$ cat config.mk
export PLATFORM = sky130hd
export DESIGN_NAME = hwpe_ctrl_parity_scrubber
export DESIGN_NICKNAME = d
export VERILOG_FILES = /design/src/rtl/hwpe_ctrl_package.sv /design/src/rtl/hwpe_ctrl_regfile_word_mux.sv /design/src/rtl/hwpe_ctrl_parity_scrubber.sv
export SDC_FILE = /design/constraint.sdc
export NUM_CORES = 1
export LEC_CHECK = 0
export ABC_AREA = 1
export CAP_MARGIN = 20
export CORE_AREA = 2 2 717 719
export DETAILED_ROUTE_END_ITERATION = 8
export DIE_AREA = 0 0 719 721
export MAX_ROUTING_LAYER = met4
export PLACE_DENSITY = 0.3
export SYNTH_ARGS = -nofsm -noshare
export SYNTH_HDL_FRONTEND = slang
export SYNTH_SLANG_ARGS = --single-unit
$ cat constraint.sdc
create_clock -name clk_i -period 3.35 [get_ports clk_i]
set_input_delay 0.67 -clock clk_i [delete_from_list [all_inputs] [get_ports clk_i]]
set_output_delay 0.67 -clock clk_i [all_outputs]
set_load 0.03 [all_outputs]
$ cat src/rtl/hwpe_ctrl_package.sv
// Shared types for the HWPE control slave: register file layout, the
// parity scrubber state encoding and the signature fold used to flag faults.
package hwpe_ctrl_package;

    localparam int unsigned REGFILE_N_MAX_IO_REGS      = 48;
    localparam int unsigned REGFILE_N_MAX_GENERIC_REGS = 8;

    typedef struct packed {
        logic [REGFILE_N_MAX_IO_REGS-1:0][31:0]      hwpe_params;
        logic [REGFILE_N_MAX_GENERIC_REGS-1:0][31:0] generic_params;
        logic [31:0]                                 ext_data;
    } ctrl_regfile_t;

    typedef enum logic [1:0] {
        IDLE   = 2'd0,
        SCAN   = 2'd1,
        RESULT = 2'd2
    } parity_scrub_state_e;

    // A healthy register file has an XOR signature whose 16-bit halves match.
    function automatic logic parity_fold_fault(logic [31:0] acc);
        return |(acc[31:16] ^ acc[15:0]);
    endfunction

endpackage

$ cat src/rtl/hwpe_ctrl_regfile_word_mux.sv
// Flattens the control register file into a word list
// (hwpe_params, generic_params, ext_data) and selects one word by index.
module hwpe_ctrl_regfile_word_mux
    import hwpe_ctrl_package::*;
#(
    parameter int unsigned N_IO_REGS      = 16,
    parameter int unsigned N_GENERIC_REGS = 8,
    localparam int unsigned N_WORDS       = N_IO_REGS + N_GENERIC_REGS + 1,
    localparam int unsigned IDX_W         = (N_WORDS > 1) ? $clog2(N_WORDS) : 1
) (
    input  ctrl_regfile_t    reg_file_i,
    input  logic [IDX_W-1:0] idx_i,
    output logic [31:0]      word_o
);

    localparam logic [IDX_W-1:0] LAST_IDX = IDX_W'(N_WORDS - 1);

    logic [31:0] words [N_WORDS];
    // Words of the register file that are not part of the walk.
    logic        unused_regfile_bits;

    assign unused_regfile_bits = ^reg_file_i;

    for (genvar i = 0; i < N_IO_REGS; i++) begin : g_io
        assign words[i] = reg_file_i.hwpe_params[i];
    end

    for (genvar i = 0; i < N_GENERIC_REGS; i++) begin : g_generic
        assign words[N_IO_REGS + i] = reg_file_i.generic_params[i];
    end

    assign words[N_WORDS-1] = reg_file_i.ext_data;

    // Indices past the last word cannot occur during a walk; read them as zero.
    assign word_o = (idx_i <= LAST_IDX) ? words[idx_i] : 32'h0;

endmodule

$ cat src/rtl/hwpe_ctrl_parity_scrubber.sv
// Sequential parity checker for the HWPE control register file. One word is
// folded into a running XOR signature per cycle; a pass is started either by
// the controller (on-demand, result returned) or by an idle-time scrub timer
// (result only feeds the sticky fault flag).
//
// Handshakes: a transfer happens on a cycle where valid and ready are both
// high. check_ready_o is decoded from state only. result_valid_o does not
// depend on result_ready_i, and result_valid_o/result_fault_o hold steady
// until the result is accepted.
module hwpe_ctrl_parity_scrubber
    import hwpe_ctrl_package::*;
#(
    parameter int unsigned N_IO_REGS      = 16,
    parameter int unsigned N_GENERIC_REGS = 8,
    parameter int unsigned SCRUB_PERIOD   = 1024
) (
    input  logic          clk_i,
    input  logic          rst_ni,
    input  ctrl_regfile_t reg_file_i,
    input  logic          regfile_we_i,
    input  logic          check_valid_i,
    output logic          check_ready_o,
    output logic          result_valid_o,
    input  logic          result_ready_i,
    output logic          result_fault_o,
    output logic          fault_o,
    input  logic          clear_fault_i,
    output logic          busy_o
);

    localparam int unsigned N_WORDS = N_IO_REGS + N_GENERIC_REGS + 1;
    localparam int unsigned IDX_W   = (N_WORDS > 1) ? $clog2(N_WORDS) : 1;
    localparam int unsigned TMR_W   = (SCRUB_PERIOD > 1) ? $clog2(SCRUB_PERIOD) : 1;

    localparam logic [IDX_W-1:0] LAST_IDX = IDX_W'(N_WORDS - 1);
    localparam logic [TMR_W-1:0] TMR_LAST = TMR_W'((SCRUB_PERIOD > 0) ? SCRUB_PERIOD - 1 : 0);
    localparam logic             SCRUB_EN = (SCRUB_PERIOD != 0);

    parity_scrub_state_e state_q, state_d;
    logic                ext_q, ext_d;
    logic [IDX_W-1:0]    idx_q, idx_d;
    logic [31:0]         acc_q, acc_d;
    logic [TMR_W-1:0]    timer_q, timer_d;
    logic                result_fault_q, result_fault_d;
    logic                fault_q, fault_d;

    logic [31:0]         word;
    logic [31:0]         acc_next;
    logic                pass_fault;
    logic                fault_set;

    hwpe_ctrl_regfile_word_mux #(
        .N_IO_REGS      (N_IO_REGS),
        .N_GENERIC_REGS (N_GENERIC_REGS)
    ) i_word_mux (
        .reg_file_i (reg_file_i),
        .idx_i      (idx_q),
        .word_o     (word)
    );

    assign acc_next   = acc_q ^ word;
    assign pass_fault = parity_fold_fault(acc_next);

    // Next-state logic: request arbitration, word walk, result hold, scrub timer.
    always_comb begin
        state_d        = state_q;
        ext_d          = ext_q;
        idx_d          = idx_q;
        acc_d          = acc_q;
        timer_d        = timer_q;
        result_fault_d = result_fault_q;
        fault_set      = 1'b0;

        unique case (state_q)
            IDLE: begin
                if (check_valid_i) begin
                    // External request beats a coincident timer expiry.
                    state_d = SCAN;
                    ext_d   = 1'b1;
                    idx_d   = '0;
                    acc_d   = '0;
                    timer_d = '0;
                end else if (SCRUB_EN && (timer_q == TMR_LAST)) begin
                    state_d = SCAN;
                    ext_d   = 1'b0;
                    idx_d   = '0;
                    acc_d   = '0;
                end else if (SCRUB_EN) begin
                    timer_d = timer_q + 1'b1;
                end
            end
            SCAN: begin
                if (regfile_we_i) begin
                    // Contents moved under us: the partial signature is stale.
                    idx_d = '0;
                    acc_d = '0;
                end else if (idx_q == LAST_IDX) begin
                    fault_set = pass_fault;
                    timer_d   = '0;
                    idx_d     = '0;
                    acc_d     = '0;
                    if (ext_q) begin
                        state_d        = RESULT;
                        result_fault_d = pass_fault;
                    end else begin
                        state_d = IDLE;
                    end
                end else begin
                    idx_d = idx_q + 1'b1;
                    acc_d = acc_next;
                end
            end
            RESULT: begin
                if (result_ready_i) begin
                    state_d = IDLE;
                end
            end
            default: begin
                state_d = IDLE;
            end
        endcase
    end

    // Sticky fault: a faulty completion outranks a same-cycle clear.
    always_comb begin
        fault_d = fault_q;
        if (fault_set) begin
            fault_d = 1'b1;
        end else if (clear_fault_i) begin
            fault_d = 1'b0;
        end
    end

    // State and datapath registers; reset aborts any pass in flight.
    always_ff @(posedge clk_i or negedge rst_ni) begin
        if (!rst_ni) begin
            state_q        <= IDLE;
            ext_q          <= 1'b0;
            idx_q          <= '0;
            acc_q          <= '0;
            timer_q        <= '0;
            result_fault_q <= 1'b0;
            fault_q        <= 1'b0;
        end else begin
            state_q        <= state_d;
            ext_q          <= ext_d;
            idx_q          <= idx_d;
            acc_q          <= acc_d;
            timer_q        <= timer_d;
            result_fault_q <= result_fault_d;
            fault_q        <= fault_d;
        end
    end

    assign check_ready_o  = (state_q == IDLE);
    assign busy_o         = (state_q == SCAN);
    assign result_valid_o = (state_q == RESULT);
    assign result_fault_o = result_fault_q;
    assign fault_o        = fault_q;

endmodule

==> results.tsv <==
metric	value	unit
status	complete, no violations	
global-route wire length before repair	233.0	mm
WS Path Type	reg -> reg	
drt wl/cell	18.25	um
CP delay by family, top	simple AND/OR/NAND/NOR gates	
Tmin final	3.309	ns
PortBufs	810	
Die Area	518400	sq um
WP data arrival	3.53	ns
drt first pass iters	5	
Post-synth EDFFs	0	
Hold Vio Cnt, Final	0	
crit path cell chain	buf_12, clkinv_16, buf_16, buf_8, nand2_1, nand2_2, nand2_2, buf_4, a21oi_1, nor2_2, nand2_1, buf_12, nand3_1, nand2_1, nand2_1, nand2_1, nand2_2, nor2_4, nand2_2, nor2_4, nand2_2, buf_4, nand2_1, nand2_1	
slowest CP cell	dfrtp_4	
Post-Layout Cell Count	10400	
Worst path depth	24	
PD cells	565.2	nW/um^2
multi-input logic area	9987	sq um
critical path capture point type	register	
Die H	721	um
synth unique cells	34	
IO Pins	1835	
CTS Sinks	52	
GP Congestion	0.7822	
Syn Nets	4414	
largest net degree at the start of global routing	53	
Core Box Area	511000	sq um
main area contributors after synthesis	nand2_1 (34%), nand3_1 (16%), nor2_1 (11%)	
total track usage	7.189	%
Reg clk slew, reported paths	0.10	ns
Setup Viol. Count Final	0	
CTS tree	built	
Via density	2.001	
# hold bufs at CTS	0	
WL final	189.8	mm
Fillers	60640	
FF+latch count, synth	52	
period utilization	98.79	%
RSZ-0062 raised after global routing	true	
Slew Viols, Final	0	
Nets	5412	
critical path's most frequent cell	nand2_1	
Starting Density	2.385	%
clk_skew	0.02436	ns
post-synthesis cell count	2581	
Avg Inst Size Synth	4.723	sq um
CP Launch Type	register	
vias in the first global route	20850	
vias	20810	
commonest cells after routing, fill and taps aside	nand2_1 (1,039), clkdlybuf4s50_1 (809), nand3_1 (331), nor2_1 (314), inv_1 (193)	
post-layout power	19.11	mW
Seq/Total Area, Yosys	10.68	%
Antenna Nets Post-Route	0	
CTS Root Buffer Type	clkbuf_16	
Worst EP required	3.57	ns
Mapped Area	12190	sq um
CP peak stage delay	0.54	ns
cts bufs inserted	5	
peak supply drop	240.3	uV
Worst Setup SP	idx_q[0]	
CTS H-tree lvls	2	
Storage cell area	1314	sq um
post-synth top area cell	nand2_1	
Yosys Warn Count	0	
Reg2Reg Setup Slack	0.04	ns
worst r2r src	idx_q[0]	
FF-to-FF path depth	24	
area grow syn2layout	177.3	%
Max Clk Rate	302.2	MHz
DRT iter0 DRCs	1121	
Leakage Power	12.69	nW
async set-reset flop share out of synthesis	100.0	%
initial antenna violation count	126	
Least-Margin Pin Slew	0.9049	ns
Clock Latency Late Sink	0.34	ns
predominant post-synthesis flop cell	dfrtp_1	
RR Endpoint	result_fault_o	
share of layout cells above drive strength 1	15.92	%
Rel. slew slack	39.68	%
FP Rows	263	
Die X	719	um
commonest non-fill, non-tap cell in the layout	nand2_1	
worst path buffer plus inverter count	7	
Max-Cap Viols	0	
post-synth top area share	34.37	%
CP Capture Point	result_fault_o	
DRC errors left	0	
Cells after DPL	10290	
Hold Crit Class	in -> async	
crit-path max FO	9	
grt total ovfl	0	
Detailed Place HPWL	164.6	mm
clock tree buffer depth	2	
==> cells in the mapped netlist, drive strengths merged, types with 2 or more instances <==
cell type  instances
nand2           1117
nand3            384
nor2             355
inv              200
o21ai            133
buf              130
nand4             66
clkbuf            52
dfrtp             52
o22ai             34
a21oi             28
nor3               8
o211ai             7
and3               3
ha                 3
a211oi             2
==> timing repair <==
item                       CTS  global route
gates resized for setup    264            51
pin swaps                   39            34
cloned                      14             4
buffers inserted            21             4
setup endpoints to repair   10            16
==> per-stage QoR <==
step                      utilization [%]  hold slack [ns]  TNS (ns)  setup slack [ns]  instance area [sq um]
after detailed placement            6.189           0.4987    -2.105           -0.9316                  31630
final                               6.615           0.3977         0           0.04063                  33810
after CTS                           6.532           0.4651         0          0.001354                  33380
after global placement              6.189           0.4916    -2.149           -0.9455                  31630
after floorplan                         -           0.3744         0            0.8302                  12190
after global routing                6.609           0.4614   -0.2396           -0.1310                  33780
==> cell families (layout without fill, tap and decap cells) <==
| group | count (synthesis) | count (layout) | synth area share [%] |
|---|---|---|---|
| simple gates | 1934 | 1935 | 65.12 |
| xor+xnor | 1 | 1 | 0.07187 |
| compound gates | 208 | 208 | 9.156 |
| buf+inv | 383 | 1381 | 14.67 |
| other cells | 0 | 59 | 0 |
| fa+ha+maj | 3 | 3 | 0.3080 |
| flops | 52 | 52 | 10.68 |
==> worst min path at each step <==
stage,from,endpoint,depth (start not counted)
floorplan,rst_ni,acc_q[0],0
global placement,timer_q[0],timer_q[0],1
detailed placement,state_q[0],state_q[1],1
CTS,rst_ni,acc_q[13],1
global route,rst_ni,acc_q[13],1
finish,rst_ni,acc_q[13],1
==> worst reg2reg max path: cells and delay by family, from the launching register on <==
family | cells | cell delay, ns
AND/OR/NAND/NOR | 16 | 1.41
buffers and inverters | 7 | 1.04
flip-flops | 1 | 0.54
AO/OA/AOI/OAI | 1 | 0.19
==> final cells by class <==
cell class | instances | share of cell area (%)
well taps | 6757 | 25.01
multi-input cells | 2147 | 29.54
inverters | 201 | 2.361
diodes | 59 | 0.4367
clock buffers | 8 | 0.4626
repair buffers | 1172 | 38.30
flip-flops and latches | 52 | 3.886
==> state kept, by name, summed over array words and instances, names as in the netlist <==
signal          flops
acc_q              32
timer_q            10
result_fault_o      1
ext_q               1
idx_q               5
fault_o             1
state_q             2
==> layer usage <==
layer  vias up  wire [um]  global-route usage [%]  part of all wire (%)
li1      10290          -                       -                     -
met5         -          0                       -                     0
met3       127      13510                   2.147                   7.1
met4         0       1833                  0.3961                  0.97
met1      9570      88380                   9.296                    47
met2       823      86040                   11.52                    45
==> report_power, final <==
part	leakage (nW)	switching [mW]	internal [mW]
clock	0.0776	0.325	0.322
sequential	0.677	0.158	0.822
combinational	11.9	10.2	7.31
No activity file was read; power rests on OpenSTA's default activity.
